File: src/rtl/fp_add_arbiter.sv
// Round-robin arbiter sharing one fixed-latency pipelined FP32 adder between NUM_REQ requesters.
// A tag pipeline matched to the adder latency routes each result back to the requester that issued it.
module fp_add_arbiter #(
  parameter int NUM_REQ   = 4,
  parameter int LATENCY   = 4,
  parameter int MAX_OUTST = 2
) (
  input  logic                  clk_i,
  input  logic                  rst_i,
  input  logic [NUM_REQ-1:0]    req_vld_i,
  output logic [NUM_REQ-1:0]    req_rdy_o,
  input  logic [NUM_REQ*32-1:0] req_a_i,
  input  logic [NUM_REQ*32-1:0] req_b_i,
  output logic                  add_vld_o,
  output logic [31:0]           add_a_o,
  output logic [31:0]           add_b_o,
  input  logic [31:0]           add_res_i,
  input  logic [1:0]            add_status_i,
  output logic [NUM_REQ-1:0]    rsp_vld_o,
  output logic [31:0]           rsp_res_o,
  output logic [1:0]            rsp_status_o,
  output logic                  busy_o
);

  localparam int IDW = (NUM_REQ > 1) ? $clog2(NUM_REQ) : 1;
  localparam int CW  = $clog2(MAX_OUTST + 1);
  localparam logic [CW-1:0]  MAX_CNT = CW'(MAX_OUTST);
  localparam logic [IDW-1:0] LAST_ID = IDW'(NUM_REQ - 1);
  localparam logic [IDW:0]   NUM_C   = (IDW + 1)'(NUM_REQ);

  typedef struct packed {
    logic           vld;
    logic [IDW-1:0] id;
  } tag_t;

  logic [IDW-1:0]     ptr_q;
  tag_t [LATENCY-1:0] tag_q;
  tag_t               tag_out;
  logic [CW-1:0]      outst_q [NUM_REQ];
  logic [31:0]        last_a_q, last_b_q;

  logic               grant, issue;
  logic [IDW-1:0]     win_id;
  logic [IDW:0]       cand;
  logic [NUM_REQ-1:0] elig, inc, dec;

  assign tag_out = tag_q[LATENCY-1];

  // NOTE: every signal written in an always_comb gets a default first, so no path can infer a latch.
  always_comb begin
    elig = '0;
    inc  = '0;
    dec  = '0;
    for (int k = 0; k < NUM_REQ; k++) begin
      elig[k] = req_vld_i[k] && (outst_q[k] < MAX_CNT);
      inc[k]  = req_rdy_o[k];
      dec[k]  = tag_out.vld && (tag_out.id == IDW'(k));
    end
  end

  // First eligible requester at or after the pointer, wrapping modulo NUM_REQ.
  always_comb begin
    grant  = 1'b0;
    win_id = '0;
    cand   = '0;
    for (int i = 0; i < NUM_REQ; i++) begin
      cand = {1'b0, ptr_q} + (IDW + 1)'(i);
      if (cand >= NUM_C) cand = cand - NUM_C;
      if (!grant && elig[cand[IDW-1:0]]) begin
        grant  = 1'b1;
        win_id = cand[IDW-1:0];
      end
    end
  end

  // The grant is purely combinational, so it is masked while reset is held to keep every output low.
  assign issue = grant & rst_i;

  always_comb begin
    req_rdy_o = '0;
    if (issue) req_rdy_o[win_id] = 1'b1;
  end

  assign add_vld_o = issue;
  assign add_a_o   = issue ? req_a_i[32*int'(win_id) +: 32] : last_a_q;
  assign add_b_o   = issue ? req_b_i[32*int'(win_id) +: 32] : last_b_q;

  // NOTE: sequential state uses non-blocking assignments so every register samples pre-edge values.
  always_ff @(posedge clk_i or negedge rst_i) begin
    if (!rst_i) begin
      ptr_q        <= '0;
      tag_q        <= '0;
      last_a_q     <= '0;
      last_b_q     <= '0;
      rsp_vld_o    <= '0;
      rsp_res_o    <= '0;
      rsp_status_o <= '0;
      for (int k = 0; k < NUM_REQ; k++) outst_q[k] <= '0;
    end else begin
      if (issue) begin
        ptr_q    <= (win_id == LAST_ID) ? '0 : win_id + 1'b1;
        last_a_q <= add_a_o;
        last_b_q <= add_b_o;
      end

      tag_q[0] <= {issue, win_id};
      for (int i = 1; i < LATENCY; i++) tag_q[i] <= tag_q[i-1];

      rsp_vld_o <= '0;
      if (tag_out.vld) begin
        rsp_vld_o[tag_out.id] <= 1'b1;
        rsp_res_o             <= add_res_i;
        rsp_status_o          <= add_status_i;
      end

      // A grant and a retirement for the same requester in one cycle cancel out.
      for (int k = 0; k < NUM_REQ; k++) begin
        if (inc[k] && !dec[k])      outst_q[k] <= outst_q[k] + 1'b1;
        else if (dec[k] && !inc[k]) outst_q[k] <= outst_q[k] - 1'b1;
      end
    end
  end

  always_comb begin
    busy_o = 1'b0;
    for (int i = 0; i < LATENCY; i++) busy_o = busy_o | tag_q[i].vld;
    for (int k = 0; k < NUM_REQ; k++) busy_o = busy_o | (outst_q[k] != '0);
  end

`ifndef SYNTHESIS
  always @(posedge clk_i) begin
    if (rst_i) begin
      for (int k = 0; k < NUM_REQ; k++) begin
        assert (outst_q[k] <= MAX_CNT);
        assert (!(inc[k] && !dec[k] && outst_q[k] == MAX_CNT));
        assert (!(dec[k] && !inc[k] && outst_q[k] == '0));
      end
    end
  end
`endif

endmodule

File: config.mk
export PLATFORM = sky130hd
export DESIGN_NAME = fp_add_arbiter
export DESIGN_NICKNAME = d
export VERILOG_FILES = /design/src/rtl/fp_add_arbiter.sv
export SDC_FILE = /design/constraint.sdc
export NUM_CORES = 1
export LEC_CHECK = 0
export ABC_AREA = 0
export BUFFER_PORTS_ARGS = -buffer_cell sky130_fd_sc_hd__buf_4
export CELL_PAD_IN_SITES_DETAIL_PLACEMENT = 1
export CELL_PAD_IN_SITES_GLOBAL_PLACEMENT = 1
export CORE_ASPECT_RATIO = 0.6
export CORE_MARGIN = 3
export CORE_UTILIZATION = 25
export CTS_BUF_LIST = sky130_fd_sc_hd__clkbuf_4
export DETAILED_ROUTE_END_ITERATION = 10
export MAX_ROUTING_LAYER = met4
export PLACE_DENSITY_LB_ADDON = 0.1
export SLEW_MARGIN = 25
export SYNTH_ARGS = -nofsm -noshare
export SYNTH_HDL_FRONTEND = slang
export SYNTH_SLANG_ARGS = --single-unit
File: constraint.sdc
create_clock -name clk_i -period 3.1 [get_ports clk_i]
set_input_delay 0.31 -clock clk_i [delete_from_list [all_inputs] [get_ports clk_i]]
set_output_delay 0.31 -clock clk_i [all_outputs]
set_load 0.005 [all_outputs]
# Word-level counts from Yosys, hierarchy flattened
# Cells that the tools add are included.
# W data, S select, Z words.
# totals
register_bits	124
output_inout_bits	108
# classes
n_addsub	16
magnitude_cmp	16
n_eq_ne	4
n_shift	2
mux	37
bitwise	8
n_reduce_logical	41
# op_table
operator	count
$shiftx A128 B8 Y32	2
$mux W32	2
$mux W2	17
$logic_and A1 B1 Y1	21
$lt A2 B3 Y1 const B	6
$reduce_bool A2 Y1	8
$sub A2 B1 Y2 const B	8
$logic_not A1 Y1	11
$add A2 B1 Y2 const B	5
$mux W1	10
$ge A3 B3 Y1 const B	3
$bmux W1 S2	4
$lt A2 B2 Y1 const B	4
$mux W4	2
$or A1 B1 Y1	7
$add A2 B2 Y3 const B	2
$eq A2 B2 Y1 const B	3
$demux W1 S2	2
$ge A2 B1 Y1 const B	2
$add A2 B1 Y3 const B	1
$ge A2 B3 Y1 const B	1
$eq A2 B1 Y1 const B	1
$logic_not A2 Y1	1
$and A1 B1 Y1	1

# Depth between registers and ports, before layout
# depth
ltp_word	23
depth_mapped	12
ltp_nobuf	9

# Worst setup path before layout
# OpenSTA, ideal clock, no wires.
# synth_timing
path_type	register to register
startpoint	register outst_q[5] (netlist bit)
endpoint	register outst_q[3] (netlist bit)
setup_time_ps	79
arrival_time_ps	2250
required_ps	3021
path_slack_ps	771
path_stages_with_launch	12
n_path_buf	3
period_less_slack_ps	2329
cell_sequence	dfrtp_1 nand2b_1 a211o_1 buf_2 nand2_1 a21o_1 buf_2 clkbuf_1 nor2_1 ha_1 nor2_1 xor2_1
# synth_via
elab_chain_len	22
word_cells_on_any_way	36
cone_classes	order compare (3); mux (20); bitwise (1); reduce/logical (12)
# synth_rtl
item	line_no	text
from (decl)	39	logic [CW-1:0] outst_q [NUM_REQ];
from (signal, indexed assignment)	118	if (inc[k] && !dec[k]) outst_q[k] <= outst_q[k] + 1'b1;
from (signal, indexed assignment)	119	else if (dec[k] && !inc[k]) outst_q[k] <= outst_q[k] - 1'b1;
$lt A2 B2 Y1 (*)	55	elig[k] = req_vld_i[k] && (outst_q[k] < MAX_CNT);
$logic_and A1 B1 Y1 (*)	55	
$bmux W1 S2	69	if (!grant && elig[cand[IDW-1:0]]) begin
$mux W1 (implied by the code)	69	
$mux W1	69	
$logic_not A1 Y1	69	
$logic_and A1 B1 Y1	69	
$mux W1	69	
[... 7 more ...]	-	
$logic_and A1 B1 Y1 (implied by the code)	81	if (issue) req_rdy_o[win_id] = 1'b1;
$mux W1 (implied by the code)	81	
$demux W1 S2	81	
$mux W4 (*)	81	
via req_rdy_o[2]	11	output logic [NUM_REQ-1:0] req_rdy_o,
$logic_not A1 Y1	119	
$logic_and A1 B1 Y1	119	
$reduce_bool A2 Y1 (no source line)	-	
# Mark *: on every way through the listed nets, which the timed path passes. The rest lies on a longest branch. The select of a mux whose other input is x is not followed.
# A chain may end at the register's enable or synchronous reset.

# Worst setup path in the final report
# layout_timing
startpoint	register outst_q[7] (netlist bit)
endpoint	output add_b_o[13]
# layout_via
elab_chain_len	16
word_cells_on_any_way	27
cone_classes	order compare (1); shift (1); mux (17); bitwise (1); reduce/logical (7)
# layout_rtl
item	line_no	text
$lt A2 B2 Y1 (*)	55	
$logic_and A1 B1 Y1 (*)	55	
$bmux W1 S2	69	
$mux W1 (implied by the code)	69	
$mux W1	69	
$logic_not A1 Y1	69	
$logic_and A1 B1 Y1	69	
$mux W1	69	
$logic_not A1 Y1	69	
$logic_and A1 B1 Y1	69	
$mux W1	69	
$logic_not A1 Y1	69	
$logic_and A1 B1 Y1	69	
$mux W2 or $mux W1 (tied branches)	69	
$shiftx A128 B8 Y32 or $and A1 B1 Y1 (tied branches)	86, 77	
$mux W32 (*)	86	assign add_b_o = issue ? req_b_i[32*int'(win_id) +: 32] : last_b_q;
to (decl)	16	output logic [31:0] add_b_o,
# Every way passes the cells marked *; elsewhere a longest branch is shown, timed or not. The select of a mux whose other input is x is not followed.

==> reports/results.tsv <==
stage	metric	value	unit
placement	hpwl	22.75	mm
finish	fin_area	13340	sq um
drt	post-route-drc-count	0	
timing	final.min_clock_period	3.067	ns
grt	grt_max_degree	69	
critical_path	critical_path.reg2reg.startpoint	outst_q[7]$_DFFE_PN0P_	
clocking	clk_transition_reported_paths	0.12	ns
synthesis	post_synth_instance_area	7114	sq um
grt	globalRouteTotalUtil	21.21	%
placement	dp.cells	1414	
die	core.rowCount	47	
placement	routabilityCongestion	0.8295	
timing	setup-violations-final	0	
timing	max_clock_freq	326.0	MHz
clocking	cts-htree-levels	4	
timing	timing_hold_violations_final	0	
die	core_area	27760	sq um
finish	drive_above_1_share	59.41	%
worst_hold_path	hp-start	req_b_i[82]	
critical_path	worstPathCellList	nand3b_1 > a311o_2 > o21ai_4 > clkinv_4 > buf_4 > buf_16 > mux2i_4 > o221ai_2 > buf_4	
critical_path	worst_path_largest_cell_delay	0.48	ns
critical_path	arrival	2.76	ns
pwr	power_density_relative_to_cell_area	896.9	nW/um^2
synthesis	synth-seq-cells	124	
timing	clock_skew	0.02215	ns
critical_path	cp.required	2.79	ns
synthesis	syn-mean-instance-area	10.57	sq um
placement	count_of_input_and_output_buffers	403	
critical_path	timing.setup.critical_path_class	reg -> out	
finish	fin_util	48.05	%
clocking	numClockSinks	124	
pwr	power.static_leakage	5.965	nW
synthesis	synth-seq-area-share	43.62	%
worst_hold_path	hold_depth	3	
drt	total_routed_length	35.26	mm
timing	finalMaxSlewViolations	0	
worst_hold_path	worstHoldEndpoint	last_b_q[18]$_DFFE_PN0P_	
die	initial_utilization	25.63	%
drt	drtPass1Iterations	4	
clocking	cell_at_the_root_of_the_clock_tree	sky130_fd_sc_hd__clkbuf_4	
timing	maxSlewHeadroom	41.07	%
grt	grt_overflow	0	
synthesis	ys.warnings.count	0	
die	die-height	136.7	microns
finish	layout.cells.non_filler	1558	
job	cap_violations	0	
placement	place_area	10620	sq um
synthesis	synthesized_instance_count	673	
die	floorplan.die.width	223.8	microns
clocking	cts_max_path_buffers	2	
pwr	power.total	0.01196	W
clocking	tritoncts_clock_tree	yes	
timing	tightestPinTransition	0.8840	ns
timing	rsz_0062_raised_after_global_routing	true	
die	die_area	30580	sq um
timing	layout_worst_path_cycle_share	98.95	%
critical_path	cpMaxStageDelayCell	sky130_fd_sc_hd__dfrtp_2	
clocking	clk_latency	0.60	ns
run_status	run_status	complete, no violations	
die	floorplan.io_pins	404	
timing	holdWs	0.06266	ns
drt	antenna_violating_nets_post_route	0	
critical_path	worst-r2r-cell-count	9	
critical_path	critical-path-top-cell-by-count	sky130_fd_sc_hd__buf_4	
grt	antenna_violations_before_repair	6	
critical_path	timing.critical_path.to_type	primary output	
finish	finalNetCount	1472	
synthesis	postSynthNetCount	973	
drt	wire_per_inst	22.63	microns
critical_path	cp.buffers_inverters	4	
clocking	numCtsBuffers	17	
grt	via_count_of_the_first_global_routing_pass	7950	
critical_path	crit_path_max_fanout	10	
finish	mostFrequentLayoutCell	sky130_fd_sc_hd__buf_4	
drt	routed_via_count_divided_by_cell_count	4.926	
critical_path	r2r_setup_slack	0.38	ns
synthesis	netlist-cell-type-count	38	
finish	flow.area_growth_from_synthesis	87.46	%
finish	most-common-layout-cells	sky130_fd_sc_hd__buf_4 (441), sky130_fd_sc_hd__dfrtp_1 (120), sky130_fd_sc_hd__a211oi_1 (81)	
drt	dr_total_vias	7675	
critical_path	r2r_end	last_b_q[26]$_DFFE_PN0P_	
grt	grt_first_pass_wirelength	47.82	mm
drt	count_of_routing_violations_after_the_opening_detailed_route_iteration	449	
worst_hold_path	min_path_type	in -> reg	
pwr	vdd_drop_max	0.3175	mV
critical_path	cpLargestDelayFamily	buffers and inverters	
critical_path	critical_path.startpoint_type	register	
[worst max-delay path by stage]
| stage | start | depth (start not counted) | end | slack [ns] |
|---|---|---|---|---|
| after global placement | outst_q[3]$_DFFE_PN0P_ | 9 | add_a_o[2] | 0.32 |
| after floorplan | outst_q[5]$_DFFE_PN0P_ | 11 | outst_q[3]$_DFFE_PN0P_ | 0.77 |
| after detailed placement | outst_q[3]$_DFFE_PN0P_ | 9 | add_a_o[2] | 0.28 |
| final | outst_q[7]$_DFFE_PN0P_ | 9 | add_b_o[13] | 0.03 |
| after CTS | outst_q[5]$_DFFE_PN0P_ | 8 | add_b_o[16] | -0.03 |
| after global routing | outst_q[5]$_DFFE_PN0P_ | 9 | add_b_o[3] | -0.11 |
[Yosys cell counts]
| library cell | n | area share [%] |
|---|---|---|
| sky130_fd_sc_hd__nand2_1 | 37 | 2.0 |
| sky130_fd_sc_hd__o211ai_2 | 1 | 0.18 |
| sky130_fd_sc_hd__nor2_1 | 43 | 2.3 |
| sky130_fd_sc_hd__a211oi_1 | 131 | 14 |
| sky130_fd_sc_hd__xor2_1 | 8 | 0.98 |
| sky130_fd_sc_hd__nor2_2 | 1 | 0.088 |
| sky130_fd_sc_hd__buf_1 | 1 | 0.053 |
| sky130_fd_sc_hd__o221ai_1 | 60 | 7.4 |
| sky130_fd_sc_hd__a211o_1 | 2 | 0.25 |
| sky130_fd_sc_hd__buf_6 | 2 | 0.32 |
| sky130_fd_sc_hd__a311o_1 | 1 | 0.14 |
| sky130_fd_sc_hd__a21o_1 | 2 | 0.21 |
| sky130_fd_sc_hd__buf_2 | 17 | 1.2 |
| sky130_fd_sc_hd__dfrtp_1 | 124 | 44 |
| sky130_fd_sc_hd__nor2b_1 | 3 | 0.26 |
| sky130_fd_sc_hd__clkbuf_1 | 34 | 1.8 |
| sky130_fd_sc_hd__o21ai_2 | 1 | 0.12 |
| sky130_fd_sc_hd__buf_8 | 1 | 0.21 |
| sky130_fd_sc_hd__mux2i_1 | 94 | 13 |
| sky130_fd_sc_hd__or2_2 | 1 | 0.088 |
| sky130_fd_sc_hd__a211oi_2 | 5 | 0.88 |
| sky130_fd_sc_hd__a221o_1 | 1 | 0.14 |
| sky130_fd_sc_hd__nand2b_1 | 2 | 0.18 |
| sky130_fd_sc_hd__nor4_1 | 3 | 0.26 |
| sky130_fd_sc_hd__xnor2_1 | 4 | 0.49 |
| sky130_fd_sc_hd__a21oi_1 | 1 | 0.070 |
| sky130_fd_sc_hd__nand3_1 | 2 | 0.14 |
| sky130_fd_sc_hd__ha_1 | 4 | 0.70 |
| sky130_fd_sc_hd__nand3b_1 | 2 | 0.21 |
| sky130_fd_sc_hd__and3_1 | 1 | 0.088 |
| sky130_fd_sc_hd__nor3b_1 | 2 | 0.21 |
| sky130_fd_sc_hd__mux2_2 | 34 | 5.4 |
| sky130_fd_sc_hd__or3b_2 | 1 | 0.12 |
| sky130_fd_sc_hd__inv_2 | 3 | 0.16 |
| sky130_fd_sc_hd__buf_4 | 3 | 0.32 |
| sky130_fd_sc_hd__o31ai_4 | 1 | 0.30 |
| sky130_fd_sc_hd__nor2b_2 | 1 | 0.12 |
| sky130_fd_sc_hd__inv_1 | 39 | 2.1 |
[registers in the layout, summed over array words and instances (netlist names)]
| name | count |
|---|---|
| ptr_q | 2 |
| rsp_res_o | 32 |
| tag_q | 9 |
| last_a_q | 32 |
| rsp_vld_o | 4 |
| last_b_q | 32 |
| outst_q | 8 |
| tag_out | 3 |
| rsp_status_o | 2 |
[through the flow]
stage          TNS (ns)  setup slack, ns
2_1_floorplan         0           0.7709
6_report              0          0.03251
3_5_place_dp          0           0.2823
3_3_place_gp          0           0.3206
4_1_cts         -0.2046         -0.03155
5_1_grt          -2.246          -0.1128
[repair_timing]
action / 4_1_cts / 5_1_grt
hold buffers: 62 / 0
cloned: 4 / 9
hold endpoints to repair: 79 / 0
setup buffers: 20 / 11
resized for setup: 76 / 143
endpoints found under the setup margin: 64 / 63
pin swaps: 8 / 20
[where the power goes]
part	total (W)	switching, W	internal, W
clock network	0.00130	0.000723	0.000582
logic	0.00795	0.00384	0.00411
registers	0.00271	0.000342	0.00236
[worst min-delay path: stages]
cell and delay, ns:
sky130_fd_sc_hd__buf_4 0.09, sky130_fd_sc_hd__mux2i_4 0.06, sky130_fd_sc_hd__o221ai_1 0.16
[area by class of cell]
type	instances	area, sq um
fill	3048	14420
clock buffer	19	142.6
sequential	124	3108
multi-input combinational	450	4669
clock inverter	13	166.4
tap	367	459.2
antenna	6	15.01
inverter	42	162.7
timing repair buffer	537	4613
[logic make-up after synthesis]
| group | count (synthesis) | synth area share (%) |
|---|---|---|
| and+or+nand+nor | 99 | 5.997 |
| AOI/OAI and AO/OA | 206 | 23.50 |
| DFF | 124 | 43.62 |
| xor gates and xnor gates | 12 | 1.477 |
| buffers and inverters | 100 | 6.102 |
| muxes | 128 | 18.61 |
| adders and majority gates | 4 | 0.7035 |
[metal layers]
layer	global-route usage (%)	wire length (microns)	part of all wire, %	vias up
met4	6.352	556	1.6	0
li1	-	-	-	3605
met1	27.78	16730	47	3837
met5	-	0	0	-
met3	4.823	1545	4.4	31
met2	33.04	16430	47	202
(Power assumes the default switching activity.)
